## config.mk

```make
export PLATFORM = sky130hd
export DESIGN_NAME = cmp_bist_driver
export DESIGN_NICKNAME = d
export VERILOG_FILES = /design/src/rtl/cmp_bist_pkg.sv /design/src/rtl/cmp_golden.sv /design/src/rtl/cmp_bist_driver.sv
export SDC_FILE = /design/constraint.sdc
export NUM_CORES = 1
export LEC_CHECK = 0
export ABC_CLOCK_PERIOD_IN_PS = 6110
export CAP_MARGIN = 20
export CORE_AREA = 2 2 52 54
export DETAILED_ROUTE_END_ITERATION = 16
export DIE_AREA = 0 0 54 56
export SLEW_MARGIN = 0
export SYNTH_ARGS = -nofsm -noshare
export SYNTH_HDL_FRONTEND = slang
export SYNTH_HIERARCHICAL = 1
export SYNTH_SLANG_ARGS = --single-unit
export TNS_END_PERCENT = 10
```

## constraint.sdc

```tcl
create_clock -name clk -period 6.11 [get_ports clk]
set_clock_uncertainty 0.15 [all_clocks]
set_input_delay 1.833 -clock clk [delete_from_list [all_inputs] [get_ports clk]]
set_output_delay 1.833 -clock clk [all_outputs]
set_load 0.05 [all_outputs]
```

## src/rtl/cmp_bist_pkg.sv

```systemverilog
// Shared definitions for the comparator BIST engine: golden-function mode
// codes and the sweep FSM state type.
package cmp_bist_pkg;

  localparam int MODE_EQ = 0;  // x == y
  localparam int MODE_GT = 1;  // x >  y (unsigned)
  localparam int MODE_LT = 2;  // x <  y (unsigned)

  typedef enum logic [1:0] {
    ST_IDLE = 2'd0,
    ST_RUN  = 2'd1,
    ST_DONE = 2'd2
  } state_t;

endpackage

```

## src/rtl/cmp_golden.sv

```systemverilog
// Golden comparator: expected result for operands x/y under the selected
// MODE. Purely combinational so it can also serve the comparator's own bench.
module cmp_golden
  import cmp_bist_pkg::*;
#(
  parameter int W    = 2,
  parameter int MODE = MODE_EQ
) (
  input  logic [W-1:0] x,
  input  logic [W-1:0] y,
  output logic         f
);

  // Select the reference relation; unknown mode codes fall back to equality.
  // NOTE: f is given a value before the case so no path leaves it unassigned
  // (an unassigned path in always_comb would infer a latch).
  always_comb begin
    f = 1'b0;
    case (MODE)
      MODE_GT: f = (x > y);
      MODE_LT: f = (x < y);
      default: f = (x == y);
    endcase
  end

endmodule

```

## src/rtl/cmp_bist_driver.sv

```systemverilog
// Comparator BIST driver: sweeps {cmp_x, cmp_y} through every operand pair,
// holds each pair SETTLE cycles, checks cmp_f against cmp_golden on the last
// held cycle and reports busy/done/pass plus a saturating error count.
// Optional first-failure logging (fail_x/fail_y/fail_vld) is compiled in when
// the macro CMP_BIST_LOG_EN is defined.
module cmp_bist_driver
  import cmp_bist_pkg::*;
#(
  parameter int W      = 2,
  parameter int SETTLE = 1,
  parameter int MODE   = MODE_EQ,
  parameter int ERRW   = 8
) (
  input  logic            clk,
  input  logic            rst,
  input  logic            start,
  input  logic            cmp_f,
  output logic [W-1:0]    cmp_x,
  output logic [W-1:0]    cmp_y,
  output logic            busy,
  output logic            done,
  output logic            pass,
  output logic [ERRW-1:0] err_cnt
`ifdef CMP_BIST_LOG_EN
  ,
  output logic [W-1:0]    fail_x,
  output logic [W-1:0]    fail_y,
  output logic            fail_vld
`endif
);

  localparam int VW = 2 * W;
  localparam int HW = (SETTLE > 1) ? $clog2(SETTLE) : 1;

  localparam logic [HW-1:0]   HOLD_LAST = HW'(SETTLE - 1);
  localparam logic [VW-1:0]   V_LAST    = '1;
  localparam logic [ERRW-1:0] ERR_MAX   = '1;

  state_t          state;
  logic [VW-1:0]   v;         // vector index, cmp_x in the upper half
  logic [HW-1:0]   hold;      // cycles the current vector has been held
  logic            golden_f;
  logic            sample;    // last held cycle of the current vector
  logic            mismatch;
  logic [ERRW-1:0] err_next;

  assign {cmp_x, cmp_y} = v;

  cmp_golden #(
    .W    (W),
    .MODE (MODE)
  ) u_golden (
    .x (cmp_x),
    .y (cmp_y),
    .f (golden_f)
  );

  // Check strobe and saturating error-count increment for this cycle.
  always_comb begin
    sample   = (state == ST_RUN) && (hold == HOLD_LAST);
    mismatch = sample && (cmp_f != golden_f);
    err_next = err_cnt;
    if (mismatch && (err_cnt != ERR_MAX)) begin
      err_next = err_cnt + 1'b1;
    end
  end

  // Sweep FSM with registered status outputs; reset clears any partial result.
  // NOTE: all state here uses non-blocking assignments so every register
  // updates from the values present before the edge.
  always_ff @(posedge clk) begin
    if (rst) begin
      state   <= ST_IDLE;
      v       <= '0;
      hold    <= '0;
      busy    <= 1'b0;
      done    <= 1'b0;
      pass    <= 1'b0;
      err_cnt <= '0;
    end else begin
      case (state)
        ST_IDLE, ST_DONE: begin
          if (start) begin
            state   <= ST_RUN;
            v       <= '0;
            hold    <= '0;
            busy    <= 1'b1;
            done    <= 1'b0;
            pass    <= 1'b0;
            err_cnt <= '0;
          end
        end
        ST_RUN: begin
          // start is deliberately not looked at here: a running sweep is never restarted.
          err_cnt <= err_next;
          if (hold != HOLD_LAST) begin
            hold <= hold + 1'b1;
          end else begin
            hold <= '0;
            if (v == V_LAST) begin
              // Last vector checked: finish instead of wrapping to vector 0.
              state <= ST_DONE;
              v     <= '0;
              busy  <= 1'b0;
              done  <= 1'b1;
              pass  <= (err_next == '0);
            end else begin
              v <= v + 1'b1;
            end
          end
        end
        default: begin
          state <= ST_IDLE;
          v     <= '0;
          hold  <= '0;
          busy  <= 1'b0;
          done  <= 1'b0;
          pass  <= 1'b0;
        end
      endcase
    end
  end

`ifdef CMP_BIST_LOG_EN
  // Capture the first failing vector of a sweep; later failures leave it alone.
  always_ff @(posedge clk) begin
    if (rst) begin
      fail_x   <= '0;
      fail_y   <= '0;
      fail_vld <= 1'b0;
    end else if (start && (state != ST_RUN)) begin
      fail_x   <= '0;
      fail_y   <= '0;
      fail_vld <= 1'b0;
    end else if (mismatch && !fail_vld) begin
      fail_x   <= cmp_x;
      fail_y   <= cmp_y;
      fail_vld <= 1'b1;
    end
  end
`endif

endmodule

```

==> results of run 1 <==
state kept, by name (all words and copies together) (netlist names):
register  flops
err_cnt       8
v             4
busy          1
pass          1
state         2
placed cells by master, fill, tap and decap left out, types with 3 or more instances in the layout:
| cell | n |
|---|---|
| a211oi_1 | 5 |
| a21oi_1 | 11 |
| a22oi_1 | 3 |
| a31oi_1 | 3 |
| clkbuf_4 | 3 |
| clkdlybuf4s50_1 | 18 |
| dfxtp_1 | 16 |
| nand2_1 | 8 |
| nand2b_1 | 3 |
| nand3_1 | 4 |
| nor2_1 | 19 |
| nor2b_1 | 3 |
| nor3_1 | 3 |
| o21ai_0 | 3 |
| or3_1 | 3 |
| xor2_1 | 3 |
stage by stage:
step / area, µm² / utilization, % / setup slack (ns) / total power [mW]
finish: 1180 / 48.5 / 2.43 / 0.224
detailed placement: 1140 / 47.0 / 2.41 / 0.154
global placement: 1140 / 47.0 / 2.42 / 0.153
global route: 1180 / 48.5 / 2.37 / 0.237
floorplan: 956 / - / 3.01 / 0.143
CTS: 1180 / 48.5 / 2.44 / 0.227
final timing paths:
path                   start    endpoint  slack (ns)
hold / removal          busy        busy        0.31
setup / recovery  err_cnt[5]  err_cnt[5]        2.43
hold reg to reg         busy        busy        0.31
setup reg to reg        v[2]        pass        3.96
routing by layer:
layer	global-route usage, %	part of all wire [%]	vias to the layer above
met2	25.1	48	36
li1	-	-	468
met1	21.0	44	421
met3	5.65	7.2	2
met4	2.14	0.45	0
met5	0	0	-
synth_stat cells, types with 2 or more instances:
| cell type | number |
|---|---|
| mux2i_1 | 2 |
| ha_1 | 2 |
| nor3_1 | 3 |
| nand2b_1 | 3 |
| and2_1 | 2 |
| o21ai_0 | 3 |
| nor2_1 | 19 |
| nand3b_1 | 2 |
| nand3_1 | 4 |
| nor2b_1 | 3 |
| a31oi_1 | 3 |
| a22oi_1 | 3 |
| dfxtp_1 | 16 |
| nand2_1 | 8 |
| or3_1 | 3 |
| a21oi_1 | 11 |
| xor2_1 | 3 |
| clkbuf_1 | 2 |
| a211oi_1 | 5 |
| o21ai_1 | 2 |
| buf_2 | 3 |
logic make-up (layout without fill, tap and decap cells):
logic type / count (synthesis) / count (layout) / synth area share [%]
AO/OA/AOI/OAI: 34 / 34 / 23.7
multiplexers: 3 / 3 / 3.27
AND/OR/NAND/NOR: 53 / 53 / 28.9
adder cells (fa/ha/maj): 2 / 2 / 2.62
buffers and inverters: 7 / 23 / 3.53
flip-flops: 16 / 16 / 33.5
XOR/XNOR: 4 / 4 / 4.45
final cells by class:
| cell class | count | area share (%) |
|---|---|---|
| multi-input cells | 96 | 51.0 |
| flip-flops and latches | 16 | 27.1 |
| repair buffers | 18 | 15.3 |
| well taps | 30 | 3.18 |
| clock buffers | 4 | 3.08 |
| inverters | 1 | 0.318 |
where the power goes:
| group | internal, mW | switching (mW) |
|---|---|---|
| Sequential | 0.107 | 0.00313 |
| Combinational | 0.0147 | 0.0266 |
| Clock | 0.0363 | 0.0364 |
==> flow_summary.yaml, run 1 <==
power:
  p_leak_nw: 0.408
  power.density_nw_per_um2: 190
  max-vdd-ir-drop_mv: 0.135
clock_tree:
  clk_pin_slew_ns: 0.10
  holdBufCountCts: 0
  cts_setup_buffers: 0
  cts.htree.levels: 1
  numClockSinks: 16
  numCtsBuffers: 3
  insertion_delay_ns: 0.30
  cts_max_path_buffers: 2
  cts_tree: "built"
  post_cts_resized: 0
  root_buffer: "clkbuf_4"
sta:
  worst_slew_pin_slew_ns: 0.729
  max_slew_margin_pct: 51.3
  period_needed_ns: 3.68
  setup_viol: 0
  setup_tns_ns: 0
  holdWs_ns: 0.314
  min_period_over_period_pct: 60.2
  hold_violations: 0
  fmax_ghz: 0.272
  finalMaxSlewViolations: 0
  rsz0062_at_grt: "no"
setup_path:
  r2r_cells: 7
  cpLargestDelayFamily: "buffers and inverters"
  arrival_ns: 1.70
  critPathMaxStageDelay_ns: 0.87
  critPathRequiredTime_ns: 4.13
  cp.depth: 1
  path_class: "register to primary output"
  crit_chain: "clkdlybuf4s50_1"
  path_buf_inv: 1
  cp_slowest_cell: "clkdlybuf4s50_1"
  cp_max_fo: 10
  startpoint_type: "register"
  end_kind: "primary output"
grt:
  grt_pass1_vias: 826
  grt_max_degree: 18
  grt_pass1_wl_um: 3580
  grt_usage_pct: 15.9
  grt.overflow.total: 0
  antenna_found_initial: 0
layout:
  drive_gt1_share_pct: 8.89
  multi_input_area_um2: 602
  nNetsFinal: 142
  seqCellArea_um2: 320
  diodes: 0
  finalNonFillerCells: 165
  num-fill-cells: 260
  area_growth_pct: 23.4
detailed_routing:
  drc_errors: 0
  final_antenna_net_count: 0
  drtIter0Drc: 28
  drt_wl_total_um: 2200
  wl_per_cell_um: 13.3
  dr_total_vias: 927
  routed_via_density: 5.62
  first_pass_iters: 5
placement:
  hpwl_um: 1550
  io_buffers: 18
  gp_congestion: 0.824
  dp.cells: 161
die:
  dieArea_um2: 3020
  std_cell_rows: 18
  core_area_um2: 2430
  die_h_um: 56
  die_x_um: 54
  start_util_pct: 39.3
  pin_count: 19
synth:
  synth_top_cell_by_area: "dfxtp_1"
  synth_area_leaders: "dfxtp_1 34%, nor2_1 7.5%, a21oi_1 5.8%, a211oi_1 3.9%, nand2_1 3.1%"
  ys_warn_count: 6
  synth_fp_nets: 125
  synthDominantCellAreaShare_pct: 33.5
  synth-edff-count: 0
  netlist_area_um2: 956
  yosysUniqueCellTypes: 38
  ys_seq_area_share_pct: 33.5
  synth_flop_cell: "dfxtp_1"
  syn_avg_cell_area_um2: 8.03
  post_synth_inst_count: 119
  ys_seq_elements: 16
  ys_async_sr_fraction_pct: 0
flow_run:
  drv_cap: 0
status:
  status: "completed"
worst_hold_path:
  hp-class: "register to register"
  hold_path_depth: 2
Note: power is estimated with default switching activity, not from simulation.
==> run 2: changes to the inputs <==
ABC_CLOCK_PERIOD_IN_PS = 3700   (was 6110)
clock period = 3.7 ns   (was 6.11 ns; I/O delays follow)
==> run 2 against run 1 <==
  * Final cell count increased by 0.61%
  * Sequential power up 65%
  * Count of clock-buffer cells in the layout did not move
  * Critical path type unchanged
  * Critical endpoint unchanged
  * Largest cell class unchanged
  * Highest routed layer unchanged
==> flow_summary.yaml, run 2 (same netlist as run 1, synthesis figures left out) <==
layout:
  drive_gt1_share_pct: 9.56
  most-common-layout-cells: "19 x nor2_1, 18 x clkdlybuf4s50_1, 16 x dfxtp_1, 11 x a21oi_1, 8 x nand2_1"
  fin_util_pct: 48.8
  largest_reg_flops: 8
  diodes: 0
  nNetsFinal: 143
  largest-register: "err_cnt"
  largestRegisters: "err_cnt x8, v x4, state x2"
  area_growth_pct: 24.2
  mostFrequentLayoutCell: "nor2_1"
  finalNonFillerCells: 166
clock_tree:
  cts_max_path_buffers: 2
  root_buffer: "clkbuf_4"
  numCtsBuffers: 3
  numClockSinks: 16
  post_cts_resized: 0
  clk_pin_slew_ns: 0.10
  cts.htree.levels: 1
  insertion_delay_ns: 0.29
  cts_tree: "built"
  cts_setup_buffers: 0
  holdBufCountCts: 0
setup_path:
  end_kind: "primary output"
  cp_slowest_cell: "clkdlybuf4s50_1"
  critPathRequiredTime_ns: 2.44
  crit_chain: "clkdlybuf4s50_1"
  path_class: "register to primary output"
  cpLargestDelayFamily: "buffers and inverters"
  arrival_ns: 1.70
  path_buf_inv: 1
  startpoint_type: "register"
  cp.depth: 1
  cp_max_fo: 10
  critPathMaxStageDelay_ns: 0.87
  r2r_cells: 7
sta:
  max_slew_margin_pct: 58.3
  hold_violations: 0
  finalMaxSlewViolations: 0
  period_needed_ns: 2.96
  setup_tns_ns: 0
  fmax_ghz: 0.338
  setup_viol: 0
  worst_slew_pin_slew_ns: 0.623
  rsz0062_at_grt: "no"
  min_period_over_period_pct: 79.9
die:
  die_x_um: 54
  pin_count: 19
  die_h_um: 56
  core_area_um2: 2430
  std_cell_rows: 18
  dieArea_um2: 3020
  start_util_pct: 39.3
power:
  p_leak_nw: 0.413
  max-vdd-ir-drop_mv: 0.192
  power.density_nw_per_um2: 313
detailed_routing:
  first_pass_iters: 4
  dr_total_vias: 938
  drtIter0Drc: 31
  drc_errors: 0
  drt_wl_total_um: 2270
  wl_per_cell_um: 13.7
  routed_via_density: 5.65
  final_antenna_net_count: 0
status:
  status: "completed"
grt:
  grt_pass1_vias: 875
  grt_max_degree: 18
  antenna_found_initial: 0
  grt_usage_pct: 16.8
  grt.overflow.total: 0
  grt_pass1_wl_um: 3790
worst_hold_path:
  hp-class: "register to register"
  hold_path_depth: 2
placement:
  io_buffers: 18
  gp_congestion: 0.816
  dp.cells: 162
  hpwl_um: 1630
flow_run:
  drv_cap: 0
run 2: cell count changes in the layout (fill, tap and decap cells not counted):
cell	before	now
buf_4	0	1
run 2: power by group:
| part | switching (mW) | leakage, nW | internal, mW |
|---|---|---|---|
| Sequential | 0.00534 | 0.130 | 0.176 |
| Combinational | 0.0446 | 0.262 | 0.0254 |
| Clock | 0.0601 | 0.0210 | 0.0599 |
run 2: final timing paths:
check | slack [ns] | endpoint | from
max reg2reg | 1.53 | pass | v[0]
min reg2reg | 0.34 | busy | busy
max | 0.74 | err_cnt[5] | err_cnt[5]
min | 0.34 | busy | busy
run 2: final cells by class:
cell class | instances | area, µm²
fillers | 252 | 1240
multi-input cells | 96 | 602
flip-flops and latches | 16 | 320
repair buffers | 19 | 188
well taps | 30 | 37.5
clock buffers | 4 | 36.3
inverters | 1 | 3.75
run 2: metrics by stage:
step                total power [mW]  cell area, µm²  hold WS (ns)  setup WS, ns
floorplan                      0.237             956         0.431          1.32
global placement               0.255            1150         0.297         0.738
detailed placement             0.256            1150         0.330         0.710
CTS                            0.375            1190         0.345         0.748
global route                   0.391            1190         0.353         0.681
finish                         0.372            1190         0.336         0.743
run 2: layer usage:
layer | GRT usage, % | wire, µm
met5 | 0 | 0
met4 | 6.43 | 21
met3 | 2.42 | 81
met1 | 21.0 | 1020
met2 | 28.0 | 1140
==> run 3: changes to the inputs <==
ABC_CLOCK_PERIOD_IN_PS = 3040   (was 3700)
clock period = 3.04 ns   (was 3.7 ns; I/O delays follow)
==> run 3 against run 2 <==
  * Die area unchanged
  * Routed wire length up 1.3%
  * Critical path depth did not move
  * Count of clock-buffer cells in the layout unchanged
  * Sequential power increased by 21%
  * Non-clock buffer count grew 1
  * Utilization up 0.31 points
==> flow_summary.yaml, run 3 (same netlist as run 1, synthesis figures left out) <==
layout:
  fin_util_pct: 49.1
  area_growth_pct: 25.0
  largest-register: "err_cnt"
  num-fill-cells: 257
  diodes: 0
  nNetsFinal: 144
  largest_reg_flops: 8
  drive_gt1_share_pct: 10.2
  mostFrequentLayoutCell: "nor2_1"
  fin_area_um2: 1190
  largestRegisters: "err_cnt x8, v x4, state x2"
  most-common-layout-cells: "19 x nor2_1, 18 x clkdlybuf4s50_1, 16 x dfxtp_1, 11 x a21oi_1, 8 x nand2_1"
clock_tree:
  cts_tree: "built"
  root_buffer: "clkbuf_4"
  numCtsBuffers: 3
  cts_setup_buffers: 0
  numClockSinks: 16
  cts_max_path_buffers: 2
  insertion_delay_ns: 0.30
  clk_pin_slew_ns: 0.10
  holdBufCountCts: 0
  cts.htree.levels: 1
  post_cts_resized: 0
setup_path:
  critPathMaxStageDelay_ns: 0.87
  path_class: "register to primary output"
  cp_max_fo: 10
  critPathRequiredTime_ns: 1.98
  cp_slowest_cell: "clkdlybuf4s50_1"
  arrival_ns: 1.69
  end_kind: "primary output"
  path_buf_inv: 1
  cpLargestDelayFamily: "buffers and inverters"
  startpoint_type: "register"
  crit_chain: "clkdlybuf4s50_1"
placement:
  place_area_um2: 1160
  gp_congestion: 0.844
  hpwl_um: 1630
  io_buffers: 18
grt:
  antenna_found_initial: 0
  grt_pass1_vias: 851
  grt_max_degree: 13
  grt_pass1_wl_um: 3880
  grt_usage_pct: 17.5
  grt.overflow.total: 0
detailed_routing:
  drtIter0Drc: 11
  first_pass_iters: 4
  dr_wl_met3_um: 99
  drt_wl_total_um: 2300
  routed_via_density: 5.58
  top_layer: "met4"
  drc_errors: 0
  drt-met1-wl_um: 1070
  final_antenna_net_count: 0
  met2_length_um: 1110
  dr_total_vias: 932
  wl_per_cell_um: 13.8
die:
  core_area_um2: 2430
  start_util_pct: 39.3
  die_h_um: 56
  die_x_um: 54
  std_cell_rows: 18
  dieArea_um2: 3020
  pin_count: 19
sta:
  setup_viol: 0
  min_period_over_period_pct: 90.7
  fmax_ghz: 0.363
  max_slew_margin_pct: 64.8
  finalMaxSlewViolations: 0
  rsz0062_at_grt: "no"
  hold_violations: 0
  setup_tns_ns: 0
  holdWs_ns: 0.322
  worst_slew_pin_slew_ns: 0.527
  period_needed_ns: 2.76
flow_run:
  drv_cap: 0
worst_hold_path:
  hp-class: "register to register"
power:
  power.density_nw_per_um2: 382
  max-vdd-ir-drop_mv: 0.249
  p_leak_nw: 0.418
status:
  status: "completed"
## run 3: final cells by class
| type | instances | area [µm²] | area share (%) |
|---|---|---|---|
| Sequential cell | 16 | 320 | 26.8 |
| Tap cell | 30 | 37.5 | 3.14 |
| Timing Repair Buffer | 20 | 195 | 16.3 |
| Inverter | 1 | 3.75 | 0.314 |
| Clock buffer | 4 | 36.3 | 3.04 |
| Multi-Input combinational cell | 96 | 602 | 50.4 |
## run 3: final timing paths
kind         slack, ns  cells past startpoint         end        from
max               0.28                      1  err_cnt[5]  err_cnt[5]
min reg2reg       0.32                      2        busy        busy
max reg2reg       0.88                      7        pass        v[2]
min               0.32                      2        busy        busy
## run 3: metal layers
metal | up-vias | track usage [%]
li1 | 470 | -
met1 | 434 | 22.1
met2 | 24 | 26.8
met3 | 4 | 5.91
met4 | 0 | 6.43
met5 | - | 0
## run 3: stage by stage
stage / worst slack (ns) / power, mW / instances
3_3_place_gp: 0.279 / 0.311 / 163
2_1_floorplan: 0.725 / 0.288 / 119
6_report: 0.283 / 0.456 / 167
4_1_cts: 0.283 / 0.466 / 167
3_5_place_dp: 0.252 / 0.312 / 163
5_1_grt: 0.212 / 0.484 / 167
## run 3: power breakdown
group,switching (mW),internal [mW],total [mW]
registers,0.00621,0.215,0.221
logic,0.0544,0.0318,0.0861
clock network,0.0760,0.0731,0.149
total,0.137,0.320,0.456
